## config.mk

```make
export PLATFORM = sky130hd
export DESIGN_NAME = keypress_queue_flat
export DESIGN_NICKNAME = d
export VERILOG_FILES = /design/src/rtl/wam_pkg.sv /design/src/rtl/keypress_queue_if.sv /design/src/rtl/sync_fifo.sv /design/src/rtl/keypress_queue.sv /design/src/flat_wrapper.sv
export SDC_FILE = /design/constraint.sdc
export NUM_CORES = 1
export LEC_CHECK = 0
export ABC_AREA = 1
export BUFFER_PORTS_ARGS = -buffer_cell sky130_fd_sc_hd__buf_2
export CAP_MARGIN = 10
export CORE_MARGIN = 2
export CORE_UTILIZATION = 45
export DETAILED_ROUTE_END_ITERATION = 10
export MAX_ROUTING_LAYER = met4
export PLACE_DENSITY_LB_ADDON = 0.2
export SETUP_SLACK_MARGIN = 0.15
export SLEW_MARGIN = 40
export SYNTH_ARGS = -nofsm -noshare
export SYNTH_HDL_FRONTEND = slang
export SYNTH_SLANG_ARGS = --single-unit
export TNS_END_PERCENT = 10
```

## constraint.sdc

```tcl
create_clock -name clk -period 2.78 [get_ports clk]
set_clock_uncertainty 0.2 [all_clocks]
set_input_delay 0.278 -clock clk [delete_from_list [all_inputs] [get_ports clk]]
set_output_delay 0.278 -clock clk [all_outputs]
set_load 0.05 [all_outputs]
```

## src/rtl/wam_pkg.sv

```systemverilog
// Shared keypad constants and key-code helpers.
package wam_pkg;

  localparam int KEY_W     = 4;
  localparam int COORD_MAX = 2;

  typedef struct packed {
    logic [1:0] col;
    logic [1:0] row;
  } key_fields_t;

  function automatic key_fields_t split_key(input logic [KEY_W-1:0] k);
    return key_fields_t'(k);
  endfunction

endpackage

```

## src/rtl/keypress_queue_if.sv

```systemverilog
// Event stream handshake: head-of-queue key code with valid/ready.
interface keypress_queue_if;
  import wam_pkg::*;

  logic             evt_valid;
  logic [KEY_W-1:0] evt_key;
  logic             evt_ready;

  modport master (output evt_valid, output evt_key, input evt_ready);
  modport slave  (input evt_valid, input evt_key, output evt_ready);

endinterface

```

## src/rtl/sync_fifo.sv

```systemverilog
// First-word-fall-through FIFO with flush; a push while full only lands if a pop frees a slot.
module sync_fifo #(
  parameter int WIDTH = 4,
  parameter int DEPTH = 4
) (
  input  logic                   clk,
  input  logic                   reset,
  input  logic                   flush_i,
  input  logic                   push_i,
  input  logic [WIDTH-1:0]       wr_data_i,
  input  logic                   pop_i,
  output logic [WIDTH-1:0]       rd_data_o,
  output logic [$clog2(DEPTH):0] count_o,
  output logic                   full_o,
  output logic                   empty_o
);

  localparam int AW = $clog2(DEPTH);
  localparam int CW = AW + 1;

  logic [WIDTH-1:0] mem_q [DEPTH];
  logic [AW-1:0]    wr_ptr_q, wr_ptr_d;
  logic [AW-1:0]    rd_ptr_q, rd_ptr_d;
  logic [CW-1:0]    count_q, count_d;
  logic             do_push, do_pop;

  assign empty_o = (count_q == '0);
  assign full_o  = (count_q == CW'(DEPTH));
  assign do_pop  = pop_i && !empty_o;
  assign do_push = push_i && (!full_o || do_pop);

  always_comb begin
    wr_ptr_d = wr_ptr_q;
    rd_ptr_d = rd_ptr_q;
    count_d  = count_q;
    if (flush_i) begin
      wr_ptr_d = '0;
      rd_ptr_d = '0;
      count_d  = '0;
    end else begin
      // Power-of-two depth lets the pointers wrap by plain overflow.
      if (do_push) wr_ptr_d = wr_ptr_q + AW'(1);
      if (do_pop)  rd_ptr_d = rd_ptr_q + AW'(1);
      if (do_push && !do_pop)      count_d = count_q + CW'(1);
      else if (do_pop && !do_push) count_d = count_q - CW'(1);
    end
  end

  always_ff @(posedge clk) begin
    if (reset) begin
      wr_ptr_q <= '0;
      rd_ptr_q <= '0;
      count_q  <= '0;
    end else begin
      wr_ptr_q <= wr_ptr_d;
      rd_ptr_q <= rd_ptr_d;
      count_q  <= count_d;
    end
  end

  always_ff @(posedge clk) begin
    if (do_push && !flush_i) mem_q[wr_ptr_q] <= wr_data_i;
  end

  assign rd_data_o = empty_o ? '0 : mem_q[rd_ptr_q];
  assign count_o   = count_q;

endmodule

```

## src/rtl/keypress_queue.sv

```systemverilog
// Synchronizes keypad key/valid, raises one event per new press or key change, and queues legal events.
module keypress_queue
  import wam_pkg::*;
#(
  parameter int DEPTH     = 4,
  parameter int COORD_MAX = wam_pkg::COORD_MAX
) (
  input  logic                   clk,
  input  logic                   reset,
  input  logic                   valid_key,
  input  logic [KEY_W-1:0]       key,
  input  logic                   flush,
  keypress_queue_if.master       evt,
  output logic [$clog2(DEPTH):0] count,
  output logic                   overflow,
  output logic                   bad_key
);

  typedef enum logic {IDLE, HELD} trk_state_e;

  localparam logic [1:0] CMAX = 2'(COORD_MAX);

  logic             valid_s1_q, valid_s2_q;
  logic [KEY_W-1:0] key_s1_q, key_s2_q;
  trk_state_e       state_q, state_d;
  logic [KEY_W-1:0] last_key_q, last_key_d;
  logic             overflow_q, overflow_d;
  logic             bad_key_q, bad_key_d;
  logic             raise, key_legal, push_req, pop_fire;
  logic             fifo_full, fifo_empty;
  key_fields_t      fields;

  always_ff @(posedge clk) begin
    if (reset) begin
      valid_s1_q <= 1'b0;
      valid_s2_q <= 1'b0;
      key_s1_q   <= '0;
      key_s2_q   <= '0;
    end else begin
      valid_s1_q <= valid_key;
      valid_s2_q <= valid_s1_q;
      key_s1_q   <= key;
      key_s2_q   <= key_s1_q;
    end
  end

  // Latch on every raised event, legal or not, so a held illegal key is reported once.
  always_comb begin
    state_d    = state_q;
    last_key_d = last_key_q;
    raise      = 1'b0;
    case (state_q)
      IDLE: begin
        if (valid_s2_q) begin
          state_d = HELD;
          raise   = 1'b1;
        end
      end
      HELD: begin
        if (!valid_s2_q)                   state_d = IDLE;
        else if (key_s2_q != last_key_q)   raise   = 1'b1;
      end
      default: state_d = IDLE;
    endcase
    if (raise) last_key_d = key_s2_q;
  end

  always_ff @(posedge clk) begin
    if (reset) begin
      state_q    <= IDLE;
      last_key_q <= '0;
    end else begin
      state_q    <= state_d;
      last_key_q <= last_key_d;
    end
  end

  assign fields    = split_key(key_s2_q);
  assign key_legal = (fields.col <= CMAX) && (fields.row <= CMAX);
  assign push_req  = raise && key_legal && !flush;
  assign pop_fire  = evt.evt_ready && !fifo_empty;

  always_comb begin
    overflow_d = overflow_q;
    bad_key_d  = bad_key_q;
    if (flush) begin
      overflow_d = 1'b0;
      bad_key_d  = 1'b0;
    end else begin
      if (push_req && fifo_full && !pop_fire) overflow_d = 1'b1;
      if (raise && !key_legal)                bad_key_d  = 1'b1;
    end
  end

  always_ff @(posedge clk) begin
    if (reset) begin
      overflow_q <= 1'b0;
      bad_key_q  <= 1'b0;
    end else begin
      overflow_q <= overflow_d;
      bad_key_q  <= bad_key_d;
    end
  end

  sync_fifo #(
    .WIDTH(KEY_W),
    .DEPTH(DEPTH)
  ) u_fifo (
    .clk      (clk),
    .reset    (reset),
    .flush_i  (flush),
    .push_i   (push_req),
    .wr_data_i(key_s2_q),
    .pop_i    (evt.evt_ready),
    .rd_data_o(evt.evt_key),
    .count_o  (count),
    .full_o   (fifo_full),
    .empty_o  (fifo_empty)
  );

  assign evt.evt_valid = !fifo_empty;
  assign overflow      = overflow_q;
  assign bad_key       = bad_key_q;

endmodule

```

## src/flat_wrapper.sv

```systemverilog
// flat-port wrapper written by rule: the top's interface ports become plain ports
module keypress_queue_flat import wam_pkg::*;
#(
  parameter int DEPTH     = 4,
  parameter int COORD_MAX = wam_pkg::COORD_MAX
)
  (clk, reset, valid_key, key, flush, count, overflow, bad_key, evt_evt_valid, evt_evt_key, evt_evt_ready);
  keypress_queue_if evt_i ();
  input  logic clk;
  input  logic reset;
  input  logic valid_key;
  input  logic [KEY_W-1:0] key;
  input  logic flush;
  output logic [$clog2(DEPTH):0] count;
  output logic overflow;
  output logic bad_key;
  output wire logic [$bits(evt_i.evt_valid)-1:0] evt_evt_valid;
  output wire logic [$bits(evt_i.evt_key)-1:0] evt_evt_key;
  input wire logic [$bits(evt_i.evt_ready)-1:0] evt_evt_ready;
  assign evt_evt_valid = evt_i.evt_valid;
  assign evt_evt_key = evt_i.evt_key;
  assign evt_i.evt_ready = evt_evt_ready;
  keypress_queue #(.DEPTH(DEPTH), .COORD_MAX(COORD_MAX)) u_core (.clk(clk), .reset(reset), .valid_key(valid_key), .key(key), .flush(flush), .evt(evt_i), .count(count), .overflow(overflow), .bad_key(bad_key));
endmodule
```

==> After elaboration in Yosys (flattened, before gate mapping) <==
Memory sizes are Yosys's and may differ from the RTL's. A register that Yosys moved wholly into a read port is not among the register bits.
Index checks and enable logic that the tools add are counted.
{ "totals": {"ff_bits": 24, "mem_bits_rw": 16, "input_bits": 9, "out_inout_bits": 10, "memories": 1} }
{ "memory_table": {"columns": ["memory", "depth", "width", "read_ports", "rd_clocked_by_memory_dff", "write_ports", "line", "rtl"], "rows": [
  ["u_core.u_fifo.mem_q", 4, 4, 1, 1, 1, "sync_fifo.sv:21", "logic [WIDTH-1:0] mem_q [DEPTH];"]
]} }
{ "classes": {"n_addsub": 4, "magnitude_cmp": 2, "n_eq_ne": 2, "mux": 11, "n_bitwise": 1, "reduce_logical": 21} }
{ "op_table": {"columns": ["cell", "n"], "rows": [
  ["logical AND 1 bit", 11],
  ["logical NOT 1 bit", 6],
  ["two-way mux 3 bit", 2],
  ["two-way mux 1 bit", 5],
  ["adder 2 x 1 -> 2 bit (second input constant)", 2],
  ["less-or-equal comparator 2 bit (second input constant)", 2],
  ["two-way mux 2 bit", 2],
  ["two-way mux 4 bit", 1],
  ["!= test 4 bit", 1],
  ["adder 3 x 1 -> 3 bit (second input constant)", 1],
  ["== test 3 bit (second input constant)", 1],
  ["logical NOT 3 bit", 1],
  ["subtractor 3 x 1 -> 3 bit (second input constant)", 1],
  ["case mux 1 bit (2 select lines)", 1],
  ["nonzero test 2 bit", 1],
  ["OR reduction 2 bit", 1],
  ["logical OR 1 bit", 1],
  ["NOT 1 bit", 1]
]} }

==> Logic depth before layout (Yosys ltp) <==
{ "logic_depth": {"ltp_word": 11, "mapped_depth": 14, "ltp_nobuf": 14} }

==> Hierarchy <==
Synthesis repeated with hierarchy kept, for this count alone.
{ "hier_totals": {"hier_cells": 208, "hier_area_um2": 1789.2} }
{ "by_module_without_submodules": {"columns": ["mod", "n_inst", "cells_each", "area_per_inst_um2"], "rows": [
  ["sync_fifo", 1, 122, 1151.1],
  ["keypress_queue", 1, 86, 638.1]
]} }

==> Worst setup path before layout <==
Ideal clock, no wire load.
{ "synth_timing": {"kind": "reg2reg", "startpoint": "register u_core.u_fifo.count_q[0], in the netlist u_core.u_fifo.count_o[0]", "endpoint": "register u_core.u_fifo.count_q[2], in the netlist u_core.u_fifo.count_o[2]", "setup_ps": 122, "arrival_ps": 2219, "setup_slack_ps": 239, "stages_incl_launch_ff": 12, "synth_period_minus_slack_ps": 2541, "path_cell_list": "dfxtp_1 -> inv_1 -> nand4_1 -> nand4_4 -> inv_1 -> ha_1 -> inv_1 -> fa_1 -> a21oi_1 -> o21ai_0 -> o21ai_0 -> a21oi_1"} }
{ "synth_between": {"elab_chain_len": 8, "elab_cells_between_ends": 16} }
{ "synth_lines": {"columns": ["item", "line", "rtl"], "rows": [
  ["start, declared", "sync_fifo.sv:24", "logic [CW-1:0] count_q, count_d;"],
  ["start signal, assigned", "sync_fifo.sv:57", "count_q <= count_d;"],
  ["branches (longest 8 deep; another with subtractor 3 x 1 -> 3 bit)", null, null]
]} }
Several ways; the timed one is not identified. The select of a mux whose other input is x is not followed.
A chain may end at the register's enable or synchronous reset.

==> Final worst setup path <==
{ "layout_timing": {"startpoint": "register u_core.key_s2_q[2], in the netlist u_core.fields[2]", "endpoint": "register u_core.u_fifo.count_q[2], in the netlist u_core.u_fifo.count_o[2]"} }
{ "layout_between": {"elab_chain_len": 10, "elab_cells_between_ends": 14} }
{ "layout_lines": {"columns": ["item", "line", "rtl"], "rows": [
  ["start, declared", "keypress_queue.sv:24", "logic [KEY_W-1:0] key_s1_q, key_s2_q;"],
  ["start signal, assigned", "keypress_queue.sv:43", "key_s2_q <= key_s1_q;"],
  ["!= test 4 bit", "keypress_queue.sv:61", "else if (key_s2_q != last_key_q) raise = 1'b1;"],
  ["two-way mux 1 bit", "keypress_queue.sv:61", null],
  ["two-way mux 1 bit", "keypress_queue.sv:60", "if (!valid_s2_q) state_d = IDLE;"],
  ["case mux 1 bit (2 select lines)", "keypress_queue.sv:52", "case (state_q)"],
  ["logical AND 1 bit * (2 in series)", "keypress_queue.sv:80", "assign push_req = raise && key_legal && !flush;"],
  ["logical AND 1 bit *", "sync_fifo.sv:30", "assign do_push = push_i && (!full_o || do_pop);"],
  ["logical NOT 1 bit", "sync_fifo.sv:45", "else if (do_pop && !do_push) count_d = count_q - CW'(1);"],
  ["logical AND 1 bit", "sync_fifo.sv:45", null],
  ["nonzero test 2 bit (no source line)", null, null]
]} }
Every way passes the cells marked *; elsewhere a longest branch is shown, timed or not.

==> summary.txt <==
Hold WS: 0.121 ns
Worst EP arrival: 2.37 ns
initial core utilization: 47.1%
Setup crit start kind: flip-flop
Wirelength per Cell: 10.7 um
crit end category: flip-flop
CTS sink cnt: 42
chip height: 65.9 um
global-route wire length before repair: 5110 um
H-Tree Depth: 2
total die area: 4350 um2
Clock Latency Late Sink: 0.29 ns
Setup TNS Final: 0 ns
routed vias/inst: 4.48
final wirelength: 2870 um
Post-DP HPWL: 2090 um
crit path max fanout: 9
Period Utilization, post-route: 86.2%
IO buf count: 18
Final Cell Area: 2020 um2
Post-Syn Instances: 192
gr ovfl total: 0
WL met2: 1380 um
root buf cell: clkbuf_8
syn nets: 207
Finish-stage setup viols: 0
layout cells sized above 1: 16.8%
die width: 65.9 um
FF+latch count, synth: 42
total CTS buffers: 5
Post-Syn Area per Cell: 8.99 um2
number of global-route vias before repair: 1,162
Total GRT Usage: 16.4%
wl on met1: 1310 um
Pre-Repair DR Iteration Count: 4
Hold Vio Cnt, Final: 0
Worst-path clk slew: 0.07 ns
Final #Nets: 234
# fillers: 330
post-CTS setup buffers: 0
library cells used by synthesis: 22
post-route setup slack: 0.383 ns
worst path required time: 2.76 ns
CTS tree: done
diodes inserted: 0
maximum clock insertion buffer count: 2
Placement Cell Area: 1860 um2
Final Critical Period: 2.40 ns
Site Rows: 22
P per Cell Area: 597 nW/um2
initial antenna violation count: 0
synthesized cell area: 1730 um2
VDD IR-drop max: 343 uV
Crit Path Class: reg -> reg
max-slew violations: 0
RSZ-0062 raised after global routing: false
drt initial violations: 31
highest metal used: met4
gpl congestion: 0.766
met3 wire length: 114 um
largest net degree at the start of global routing: 17
max_cap viols: 0
I/O pins: 19
relative slew slack: 74.3%
Design Power: 1.21 mW
Remaining DRCs: 0
Yosys warnings: 0
Seq/Total Area, Yosys: 58.0%
FMAX: 417 MHz
Via Count: 1,201
Core ar.: 3660 um2
status: finished clean
Least-Margin Pin Slew: 0.385 ns
antenna viol nets, final: 0
Worst Hold Class: in -> reg
P_leak: 0.848 nW
pre-CTS setup slack: 0.423 ns
P&R area growth vs syn: 17.3%
## power breakdown
| part | switching, mW | total, mW | leakage [nW] | internal (mW) |
|---|---|---|---|---|
| Sequential | 0.0116 | 0.661 | 0.361 | 0.649 |
| Clock | 0.193 | 0.461 | 0.0524 | 0.268 |
| Combinational | 0.0571 | 0.0863 | 0.435 | 0.0292 |
| Total | 0.261 | 1.21 | 0.848 | 0.947 |
## sequential cells by signal (all words and copies together), names as in the netlist, 2 cells and up, named ones only
signal                  flops
u_core.u_fifo.mem_q        16
u_core.fields               4
u_core.key_s1_q             4
u_core.last_key_q           4
u_core.u_fifo.count_o       3
u_core.u_fifo.rd_ptr_q      2
u_core.u_fifo.wr_ptr_q      2
## logic make-up (layout without fill, tap and decap cells)
family | after synthesis | count (layout) | synth area share [%]
buffers and inverters | 41 | 69 | 8.99
XOR/XNOR | 1 | 1 | 0.508
flip-flops | 42 | 42 | 58.0
adder cells (fa/ha/maj) | 6 | 6 | 4.79
AO/OA/AOI/OAI | 31 | 31 | 8.99
AND/OR/NAND/NOR | 71 | 71 | 18.7
## critical path, stage by stage (launching register included)
cell,delay (ns)
dfxtp_1,0.39
nand2_1,0.08
o21ai_1,0.09
nor2_2,0.18
nand4_4,0.17
inv_1,0.09
ha_1,0.13
inv_1,0.06
fa_1,0.38
a21oi_1,0.15
o21ai_0,0.13
o21ai_1,0.17
a21oi_1,0.06
## metal layers
layer | vias up | global-route usage, %
met5 | - | -
met3 | 8 | 5.11
met1 | 525 | 19.5
li1 | 648 | -
met4 | 0 | 9.38
met2 | 20 | 24.6
## layout by cell type (no fill, tap or decap)
cell type      instances
nor2_1                38
xnor2_1                1
ha_1                   5
dfxtp_2                3
nor2_2                 5
inv_2                  1
buf_2                 18
nand2_1               21
dlygate4sd3_1          5
nand3_1                1
clkbuf_8               5
clkbuf_1               2
nor3_1                 1
nand3_2                1
dfxtp_1               23
inv_1                 37
nand2_2                1
nand4_1                1
nand4_4                1
fa_1                   1
edfxtp_1              16
o21ai_0               11
a21oi_1               16
nor3_4                 1
bufinv_16              1
o21ai_1                4
## what timing repair did
| action | CTS | global route |
|---|---|---|
| resized for setup | 0 | 4 |
| hold endpoints to repair | 5 | 0 |
| endpoints found under the setup margin | 0 | 1 |
| hold buffers | 5 | 0 |
## final cells by class
cell class	instances	area, um2	share of cell area (%)
timing repair buffer	23	140	6.93
inverter	38	143	7.05
clock inverter	1	30.0	1.48
multi-input combinational	109	569	28.1
tap	48	60.1	2.97
sequential	42	1000	49.7
clock buffer	7	76.3	3.77
## synth_stat cells
cell type	count	area, um2
o21ai_1	3	15.0
nor2_2	5	31.3
nand2_1	21	78.8
nand4_1	1	6.26
clkbuf_1	2	7.51
nor3_4	1	16.3
nor3_1	1	5.00
buf_2	1	5.00
dfxtp_1	26	521
a21oi_1	16	80.1
ha_1	5	62.6
nand4_4	1	21.3
nand2_2	1	6.26
xnor2_1	1	8.76
nand3_2	1	10.0
o21ai_0	12	60.1
inv_2	1	3.75
nor2_1	38	143
fa_1	1	20.0
inv_1	37	139
edfxtp_1	16	480
nand3_1	1	5.00
## stage by stage
step	std cells	util (%)
4_1_cts	268	55.2
3_5_place_dp	255	50.9
3_3_place_gp	255	50.9
5_1_grt	268	55.3
2_1_floorplan	192	-
6_report	268	55.3
## worst paths after layout
kind | startpoint | endpoint | slack (ns) | cells past startpoint
setup / recovery | u_core.fields[2]$_SDFF_PP0_ | u_core.u_fifo.count_o[2]$_SDFFE_PP0P_ | 0.38 | 12
hold / removal | reset | u_core.valid_s1_q$_SDFF_PP0_ | 0.12 | 2
setup reg to reg | u_core.fields[2]$_SDFF_PP0_ | u_core.u_fifo.count_o[2]$_SDFFE_PP0P_ | 0.38 | 12
hold reg to reg | u_core.key_s1_q[1]$_SDFF_PP0_ | u_core.fields[1]$_SDFF_PP0_ | 0.20 | 2
(Power assumes the default switching activity.)
